`src/rtl/apb_master_arbiter.sv`:
```
// ---------------------------------------------------------------------------
// apb_master_arbiter
//
// Shares one downstream APB bus between two independent APB requesters
// (m0, m1). Exactly one complete transfer is in flight downstream at any
// time. Ownership is decided by round-robin arbitration. The winning
// master's SETUP/ACCESS phases are re-issued downstream, and the slave
// response is routed back only to that master. A watchdog force-completes
// an ACCESS phase whose slave never raises PREADY. The forced completion is
// signalled as an error to the master.
//
// Ports
//   clk, rst_n          single clock, asynchronous active-low reset
//   mN_psel/penable     master request (N = 0, 1); penable is not needed
//   mN_pwrite/paddr/    because the arbiter re-times the phases itself
//   mN_pwdata           master transfer attributes
//   mN_prdata/pready/   response routed back to the granted master only
//   mN_pslverr
//   s_psel/penable/     downstream APB request
//   s_pwrite/paddr/
//   s_pwdata
//   s_prdata/pready/    downstream APB response
//   s_pslverr
//   grant_o             one-hot current owner, 00 while idle
//   timeout_o           one-cycle pulse when the watchdog ends a transfer
// ---------------------------------------------------------------------------
module apb_master_arbiter #(
  parameter int APB_ADDR_WIDTH = 32,
  parameter int APB_DATA_WIDTH = 32,
  parameter int TIMEOUT_CYCLES = 256
) (
  input  logic                      clk,
  input  logic                      rst_n,

  input  logic                      m0_psel,
  input  logic                      m0_penable,
  input  logic                      m0_pwrite,
  input  logic [APB_ADDR_WIDTH-1:0] m0_paddr,
  input  logic [APB_DATA_WIDTH-1:0] m0_pwdata,
  output logic [APB_DATA_WIDTH-1:0] m0_prdata,
  output logic                      m0_pready,
  output logic                      m0_pslverr,

  input  logic                      m1_psel,
  input  logic                      m1_penable,
  input  logic                      m1_pwrite,
  input  logic [APB_ADDR_WIDTH-1:0] m1_paddr,
  input  logic [APB_DATA_WIDTH-1:0] m1_pwdata,
  output logic [APB_DATA_WIDTH-1:0] m1_prdata,
  output logic                      m1_pready,
  output logic                      m1_pslverr,

  output logic                      s_psel,
  output logic                      s_penable,
  output logic                      s_pwrite,
  output logic [APB_ADDR_WIDTH-1:0] s_paddr,
  output logic [APB_DATA_WIDTH-1:0] s_pwdata,
  input  logic [APB_DATA_WIDTH-1:0] s_prdata,
  input  logic                      s_pready,
  input  logic                      s_pslverr,

  output logic [1:0]                grant_o,
  output logic                      timeout_o
);

  // When TIMEOUT_CYCLES is 0, the watchdog is disabled. The counter then
  // keeps a 1-bit width so that it never becomes a zero-width vector.
  localparam bit WdEnable = (TIMEOUT_CYCLES > 0);
  localparam int CntWidth = (TIMEOUT_CYCLES > 0) ? $clog2(TIMEOUT_CYCLES + 1) : 1;
  // The counter holds 0 during the first ACCESS cycle. The TIMEOUT_CYCLES-th
  // stalled cycle is therefore the cycle that sees TIMEOUT_CYCLES-1.
  localparam logic [CntWidth-1:0] LastCount =
    (TIMEOUT_CYCLES > 0) ? CntWidth'(TIMEOUT_CYCLES - 1) : '0;

  typedef enum logic [1:0] {
    IDLE   = 2'd0,
    SETUP  = 2'd1,
    ACCESS = 2'd2
  } state_e;

  state_e              state_q, state_d;
  logic [1:0]          grant_q, grant_d;
  logic                lastGrant_q, lastGrant_d;
  logic [CntWidth-1:0] wdCount_q, wdCount_d;

  logic                wdExpire;
  logic                xferDone;
  logic                unusedPenable;

  // The arbiter generates its own SETUP/ACCESS phasing downstream, so the
  // masters' penable inputs carry no information that is needed here.
  assign unusedPenable = m0_penable ^ m1_penable;

  // The watchdog fires in the last allowed stalled ACCESS cycle.
  // A slave that becomes ready in that same cycle still wins, because the
  // watchdog only counts cycles without s_pready.
  always_comb begin
    wdExpire = 1'b0;
    if (WdEnable && (state_q == ACCESS) && !s_pready && (wdCount_q == LastCount)) begin
      wdExpire = 1'b1;
    end
  end

  assign xferDone  = (state_q == ACCESS) && (s_pready || wdExpire);
  assign timeout_o = wdExpire;
  assign grant_o   = grant_q;

  // State, ownership and watchdog registers. Reset puts the FSM in IDLE.
  // It also points last grant at m1, so that m0 wins the first tie.
  always_ff @(posedge clk or negedge rst_n) begin
    if (!rst_n) begin
      state_q     <= IDLE;
      grant_q     <= 2'b00;
      lastGrant_q <= 1'b1;
      wdCount_q   <= '0;
    end else begin
      state_q     <= state_d;
      grant_q     <= grant_d;
      lastGrant_q <= lastGrant_d;
      wdCount_q   <= wdCount_d;
    end
  end

  // Next-state logic. In IDLE, arbitration picks the lone requester, or
  // on a tie picks the master that did not own the previous transfer.
  // SETUP always lasts one cycle. ACCESS holds until the slave answers or
  // the watchdog gives up. Every completion records the owner for the next
  // round-robin decision and returns the bus to IDLE. A requester that keeps
  // psel high is therefore re-arbitrated fresh.
  always_comb begin
    state_d     = state_q;
    grant_d     = grant_q;
    lastGrant_d = lastGrant_q;
    wdCount_d   = wdCount_q;

    unique case (state_q)
      IDLE: begin
        wdCount_d = '0;
        if (m0_psel && m1_psel) begin
          grant_d = lastGrant_q ? 2'b01 : 2'b10;
          state_d = SETUP;
        end else if (m0_psel) begin
          grant_d = 2'b01;
          state_d = SETUP;
        end else if (m1_psel) begin
          grant_d = 2'b10;
          state_d = SETUP;
        end
      end

      SETUP: begin
        wdCount_d = '0;
        state_d   = ACCESS;
      end

      ACCESS: begin
        if (xferDone) begin
          lastGrant_d = grant_q[1];
          grant_d     = 2'b00;
          wdCount_d   = '0;
          state_d     = IDLE;
        end else begin
          wdCount_d = wdCount_q + CntWidth'(1);
        end
      end

      default: begin
        grant_d   = 2'b00;
        wdCount_d = '0;
        state_d   = IDLE;
      end
    endcase
  end

  // Downstream request path. The owner's attributes are passed straight
  // through for the whole transfer, and the bus is all zeros while idle.
  always_comb begin
    s_psel    = 1'b0;
    s_penable = 1'b0;
    s_pwrite  = 1'b0;
    s_paddr   = '0;
    s_pwdata  = '0;
    if (state_q != IDLE) begin
      s_psel    = 1'b1;
      s_penable = (state_q == ACCESS);
      if (grant_q[1]) begin
        s_pwrite = m1_pwrite;
        s_paddr  = m1_paddr;
        s_pwdata = m1_pwdata;
      end else begin
        s_pwrite = m0_pwrite;
        s_paddr  = m0_paddr;
        s_pwdata = m0_pwdata;
      end
    end
  end

  // Response path back to the masters. Only the owner sees anything, and
  // only during ACCESS. If the owner has dropped psel mid-transfer, the
  // downstream transfer still finishes but its response is discarded.
  // A watchdog completion reports an error with zero read data.
  always_comb begin
    m0_pready  = 1'b0;
    m0_pslverr = 1'b0;
    m0_prdata  = '0;
    m1_pready  = 1'b0;
    m1_pslverr = 1'b0;
    m1_prdata  = '0;
    if (state_q == ACCESS) begin
      if (grant_q[0] && m0_psel) begin
        m0_pready  = xferDone;
        m0_pslverr = wdExpire | s_pslverr;
        m0_prdata  = wdExpire ? '0 : s_prdata;
      end
      if (grant_q[1] && m1_psel) begin
        m1_pready  = xferDone;
        m1_pslverr = wdExpire | s_pslverr;
        m1_prdata  = wdExpire ? '0 : s_prdata;
      end
    end
  end

endmodule

```
`config.mk`:
```
export PLATFORM = sky130hd
export DESIGN_NAME = apb_master_arbiter
export DESIGN_NICKNAME = d
export VERILOG_FILES = /design/src/rtl/apb_master_arbiter.sv
export SDC_FILE = /design/constraint.sdc
export NUM_CORES = 1
export LEC_CHECK = 0
export CAP_MARGIN = 20
export CORE_AREA = 2 2 121 123
export DETAILED_ROUTE_END_ITERATION = 12
export DIE_AREA = 0 0 123 125
export PLACE_DENSITY = 0.52
export SKIP_LAST_GASP = 1
export SLEW_MARGIN = 20
export SYNTH_ARGS = -nofsm -noshare
export SYNTH_HDL_FRONTEND = slang
export SYNTH_SLANG_ARGS = --single-unit
```
`constraint.sdc`:
```
create_clock -name clk -period 2.2 [get_ports clk]
set_input_delay 0.22 -clock clk [delete_from_list [all_inputs] [get_ports clk]]
set_output_delay 0.22 -clock clk [all_outputs]
set_load 0.02 [all_outputs]
```
# Yosys cells after proc, flatten, opt, wreduce, memory -nomap -nowiden
# Cells that the tools add are included.
[classes]
n_addsub = 1
eq_ne = 5
n_mux = 34
n_bitwise = 2
reduce_logical = 13
[ops]
columns = ["operator", "count"]
rows = [
  ["$mux W32", 9],
  ["$mux W9", 2],
  ["$mux W2", 8],
  ["$mux W1", 13],
  ["$pmux W2 S3", 2],
  ["$add A9 B1 Y9 const B", 1],
  ["$eq A9 B8 Y1 const B", 1],
  ["$logic_and A1 B1 Y1", 6],
  ["$ne A4 B4 Y1 const B", 1],
  ["$reduce_and A2 Y1", 2],
  ["$reduce_and A3 Y1", 1],
  ["$eq A2 B1 Y1 const B", 1],
  ["$eq A2 B2 Y1 const B", 1],
  ["$logic_not A2 Y1", 1],
  ["$ne A2 B2 Y1 const B", 1],
  ["$reduce_bool A2 Y1", 1],
  ["$logic_not A1 Y1", 1],
  ["$logic_or A1 B1 Y1", 1],
  ["$not A1 Y1", 1],
  ["$or A1 B1 Y1", 1],
]
[totals]
register_bits = 14
out_inout_bits = 138
word_cells = 59

# Longest topological paths before layout
[logic_depth]
word_depth = 8
depth_mapped = 9
mapped_depth_nobuf = 8

# Least setup slack after synthesis
# OpenSTA, ideal clock, no wires.
[synth_path]
path_type = "register -> output"
startpoint = "reg wdCount_q[0]"
endpoint = "out m0_prdata[10]"
arrival_ns = 1.856
required_ns = 1.980
setup_slack_ns = 0.124
path_stages_with_launch = 10
path_cell_list = "dfrtp_1 -> ha_1 -> nand3_1 -> nor2_1 -> ha_1 -> nand4bb_1 -> buf_2 -> clkbuf_1 -> nand2_1 -> nor2_1"
[synth_between]
elab_chain_len = 6
[synth_lines]
columns = ["item", "line_no", "source"]
rows = [
  ["start: declaration", "84", "logic [CntWidth-1:0] wdCount_q, wdCount_d;"],
  ["start signal: assignment", "120", "wdCount_q <= wdCount_d;"],
  ["$eq A9 B8 Y1", "99", "if (WdEnable && (state_q == ACCESS) && !s_pready && (wdCount_q == LastCount)) begin"],
  ["$logic_and A1 B1 Y1", "99", ""],
  ["$mux W1", "99", ""],
  ["$mux W32", "213", "m0_prdata = wdExpire ? '0 : s_prdata;"],
  ["$mux W32", "210", "if (grant_q[0] && m0_psel) begin"],
  ["$mux W32", "209", "if (state_q == ACCESS) begin"],
  ["end: declaration", "40", "output logic [APB_DATA_WIDTH-1:0] m0_prdata,"],
]
# No other way between the ends.

# Worst setup path after layout
[layout_path]
startpoint = "reg wdCount_q[0]"
endpoint = "out m1_prdata[8]"
[layout_between]
elab_chain_len = 6
[layout_lines]
columns = ["item", "line_no", "source"]
rows = [
  ["$eq A9 B8 Y1", "99", ""],
  ["$logic_and A1 B1 Y1", "99", ""],
  ["$mux W1", "99", ""],
  ["$mux W32", "218", "m1_prdata = wdExpire ? '0 : s_prdata;"],
  ["$mux W32", "215", "if (grant_q[1] && m1_psel) begin"],
  ["$mux W32", "209", ""],
  ["end: declaration", "49", "output logic [APB_DATA_WIDTH-1:0] m1_prdata,"],
]
# No other way between the ends.

==> flow_summary_export.csv <==
group,metric,value,unit
synthesis,yosysUniqueCellTypes,29,
synthesis,synth_compound_area_share,3.44,%
global_route,grt_overflow,0,
cts,root_buffer,"clkbuf_16",
detailed_routing,route.antenna.remaining_nets,0,
timing,slew_viol_final,0,
synthesis,synthAdderAreaFrac,1.21,%
critical_path,reg2reg_slack,0.26,ns
synthesis,synth-xor-area-share,1.27,%
timing,setup_viol,0,
synthesis,synthCells,325,
place,dp_hpwl,9.66,mm
pwr,ir_drop,0.391,mV
timing,hold_viol,0,
die,core.rowCount,44,
synthesis,postSynthAreaPerCell,6.38,um2
final_layout,utilization,40.0,%
cts,cts_sinks,14,
final_layout,area_growth,174,%
final_layout,n_antenna_cell,0,
critical_path,cp_max_fo,17,
synthesis,synth-seq-cells,14,
synthesis,yosysWarnings,0,
detailed_routing,wl,11.7,mm
pwr,p_leak,2.38,nW
synthesis,yosysTopAreaCellShare,31.4,%
global_route,grt_max_degree,49,
final_layout,drive_gt1_share,16.9,%
critical_path,crit_path_end_kind,"output pin",
synthesis,synth_edf_count,0,
critical_path,path_class,"reg2out",
min_path,worstHoldPathType,"in2async",
synthesis,post-synth-top-count-cell,"nor2_1",
critical_path,cpMaxStageDelayCell,"dfrtp_1",
detailed_routing,vias,3415,
global_route,antenna_found_initial,0,
cts,cts_buffer_depth,2,
cts,cts_max_level,1,
die,top_level_ports,308,
synthesis,synthArstFlopShare,100,%
critical_path,r2r-end,"wdCount_q[7]$_DFF_PN0_",
critical_path,crit_required,1.98,ns
global_route,grt_pass1_vias,3261,
critical_path,critPathTopFamily,"simple AND/OR/NAND/NOR gates",
die,die_x,123,um
synthesis,ys.flop_type,"dfrtp_1",
synthesis,synth_mux_area_share,31.9,%
timing,grt_setup_unrepaired,"yes",
timing,skew,0.00121,ns
critical_path,start_kind,"register",
flow_run,maxCapViolations,0,
timing,period_needed,2.18,ns
detailed_routing,dr.pass1.iters,4,
timing,finalCritPeriodShare,99.3,%
synthesis,syn_area,2070,um2
die,die_area,15400,um2
critical_path,rr_worst_depth,8,
synthesis,synthSimpleGateAreaFrac,37.9,%
critical_path,crit_buf_inv,2,
critical_path,cpMostUsedCell,"nor2_1",
synthesis,synth_nets,497,
cts,clk_pin_slew_worst_paths,0.05,ns
timing,setup_tns,0,ns
critical_path,crit_chain,"ha_1, nand3_1, nor2_1, ha_2, nand4bb_4, buf_12, nand2_1, nor2_1, clkdlybuf4s15_2",
global_route,gr-usage-all-layers,13.8,%
cts,clkLatencyLatePin,0.25,ns
detailed_routing,drt-wirelength-per-cell,14.3,um
timing,worst_pin_slew,0.666,ns
cts,cts_tree,"built",
cts,cts_buffers,3,
critical_path,cp_slowest_stage_delay,0.38,ns
timing,max_freq,458,MHz
cts,ctsHoldBuffers,0,
run_status,status,"finished, final reports clean",
timing,maxSlewHeadroom,55.4,%
critical_path,worstPathArrival,1.96,ns
detailed_routing,drc_errors,0,
place,portBuffers,305,
critical_path,reg2reg_from,"wdCount_q[0]$_DFF_PN0_",
synthesis,yosys.area.top_type,"mux2i_1",
synthesis,synth_area_leaders,"mux2i_1 (31%), nor2_1 (26%), dfrtp_1 (16%)",
final_layout,fillers,1466,
pwr,power,0.00491,W
synthesis,synth_top_family_by_area,"simple AND/OR/NAND/NOR gates",
synthesis,synth_seq_area_share,17.0,%
die,initial_core_util,14.6,%
detailed_routing,vias_per_cell,4.17,
detailed_routing,first_iter_violations,74,
die,core-area,14200,um2
die,die_y,125,um
pwr,power_density,864,nW/um2
place,gp_congestion,0.838,
final_layout,layout.nets,807,
global_route,grt_pass1_wl,16.9,mm
synthesis,synth_commonest_cells,"nor2_1 (144), mux2i_1 (65), nand2_1 (36)",
[per-stage QoR]
step	instance area (um2)	hold WS, ns	cells	setup WS, ns
6_report	5680	0.384	818	0.0153
5_1_grt	5680	0.437	818	-0.117
4_1_cts	5670	0.418	817	-0.178
3_5_place_dp	5500	0.551	811	-0.183
3_3_place_gp	5500	0.535	811	-0.171
2_1_floorplan	2070	-0.0756	325	0.124
[area by class of cell]
cell class / count / area, um2 / area share, %
well taps: 184 / 230 / 4.06
repair buffers: 331 / 3390 / 59.7
flip-flops and latches: 14 / 355 / 6.26
multi-input cells: 280 / 1600 / 28.1
clock buffers: 4 / 88.8 / 1.56
inverters: 5 / 18.8 / 0.331
[layout by cell type, fill, tap and decap left out, types with 2 or more instances in the layout]
cell type	instances
a21oi_1	4
mux2i_1	65
clkbuf_16	4
clkdlybuf4s50_1	232
nand2_1	36
buf_12	7
buf_4	20
clkbuf_2	6
dfrtp_1	12
xor2_1	2
inv_1	5
clkdlybuf4s15_2	60
dlygate4sd2_1	3
nand3_1	7
nor2_1	143
or3_1	3
o21ai_0	4
[where the power goes]
part           switching (W)  total, W  internal [W]
Combinational        0.00210   0.00412       0.00201
Sequential         0.0000892  0.000405      0.000316
Clock               0.000110  0.000386      0.000276
Total                0.00230   0.00491       0.00261
[per-layer routing]
layer	vias to the layer above	track usage, %	routed length (um)
li1	1670	-	-
met1	1549	14.3	4220
met2	187	27.6	6190
met3	9	3.06	1140
met4	0	2.41	123
met5	-	0	0
[cell families (layout without fill, tap and decap cells)]
group / Yosys count / in the layout
xor+xnor: 3 / 3
compound gates: 12 / 12
mux: 66 / 66
fa+ha+maj: 2 / 2
buf+inv: 31 / 340
simple gates: 197 / 197
flops: 14 / 14
[worst max-delay path by stage]
stage	from	end	slack [ns]	cells after the start
after floorplan	wdCount_q[0]$_DFF_PN0_	m0_prdata[10]	0.12	9
after global placement	wdCount_q[0]$_DFF_PN0_	m1_prdata[6]	-0.17	9
after detailed placement	wdCount_q[0]$_DFF_PN0_	m0_prdata[0]	-0.18	9
after CTS	wdCount_q[0]$_DFF_PN0_	m1_pslverr	-0.18	10
after global routing	wdCount_q[0]$_DFF_PN0_	m0_prdata[2]	-0.12	9
final	wdCount_q[0]$_DFF_PN0_	m1_prdata[8]	0.02	9
[flip-flops by register name, indices dropped and copies added (netlist names)]
signal,flops
grant_o,2
state_q,2
wdCount_q,9
lastGrant_q,1
[timing repair]
| action | in CTS | in global routing |
|---|---|---|
| endpoints found under the setup margin | 81 | 70 |
| cloned | 0 | 1 |
| gates resized for setup | 198 | 22 |
| setup buffers | 2 | 0 |
| pin swaps | 0 | 0 |
[worst reg2reg max path, delay by kind of cell, from the launching register on]
kind / cells / cell delay, ns
compound gates: 1 / 0.12
fa+ha+maj: 2 / 0.40
buf+inv: 2 / 0.33
flops: 1 / 0.38
simple gates: 3 / 0.63
Power figures use the tool's default switching activity.
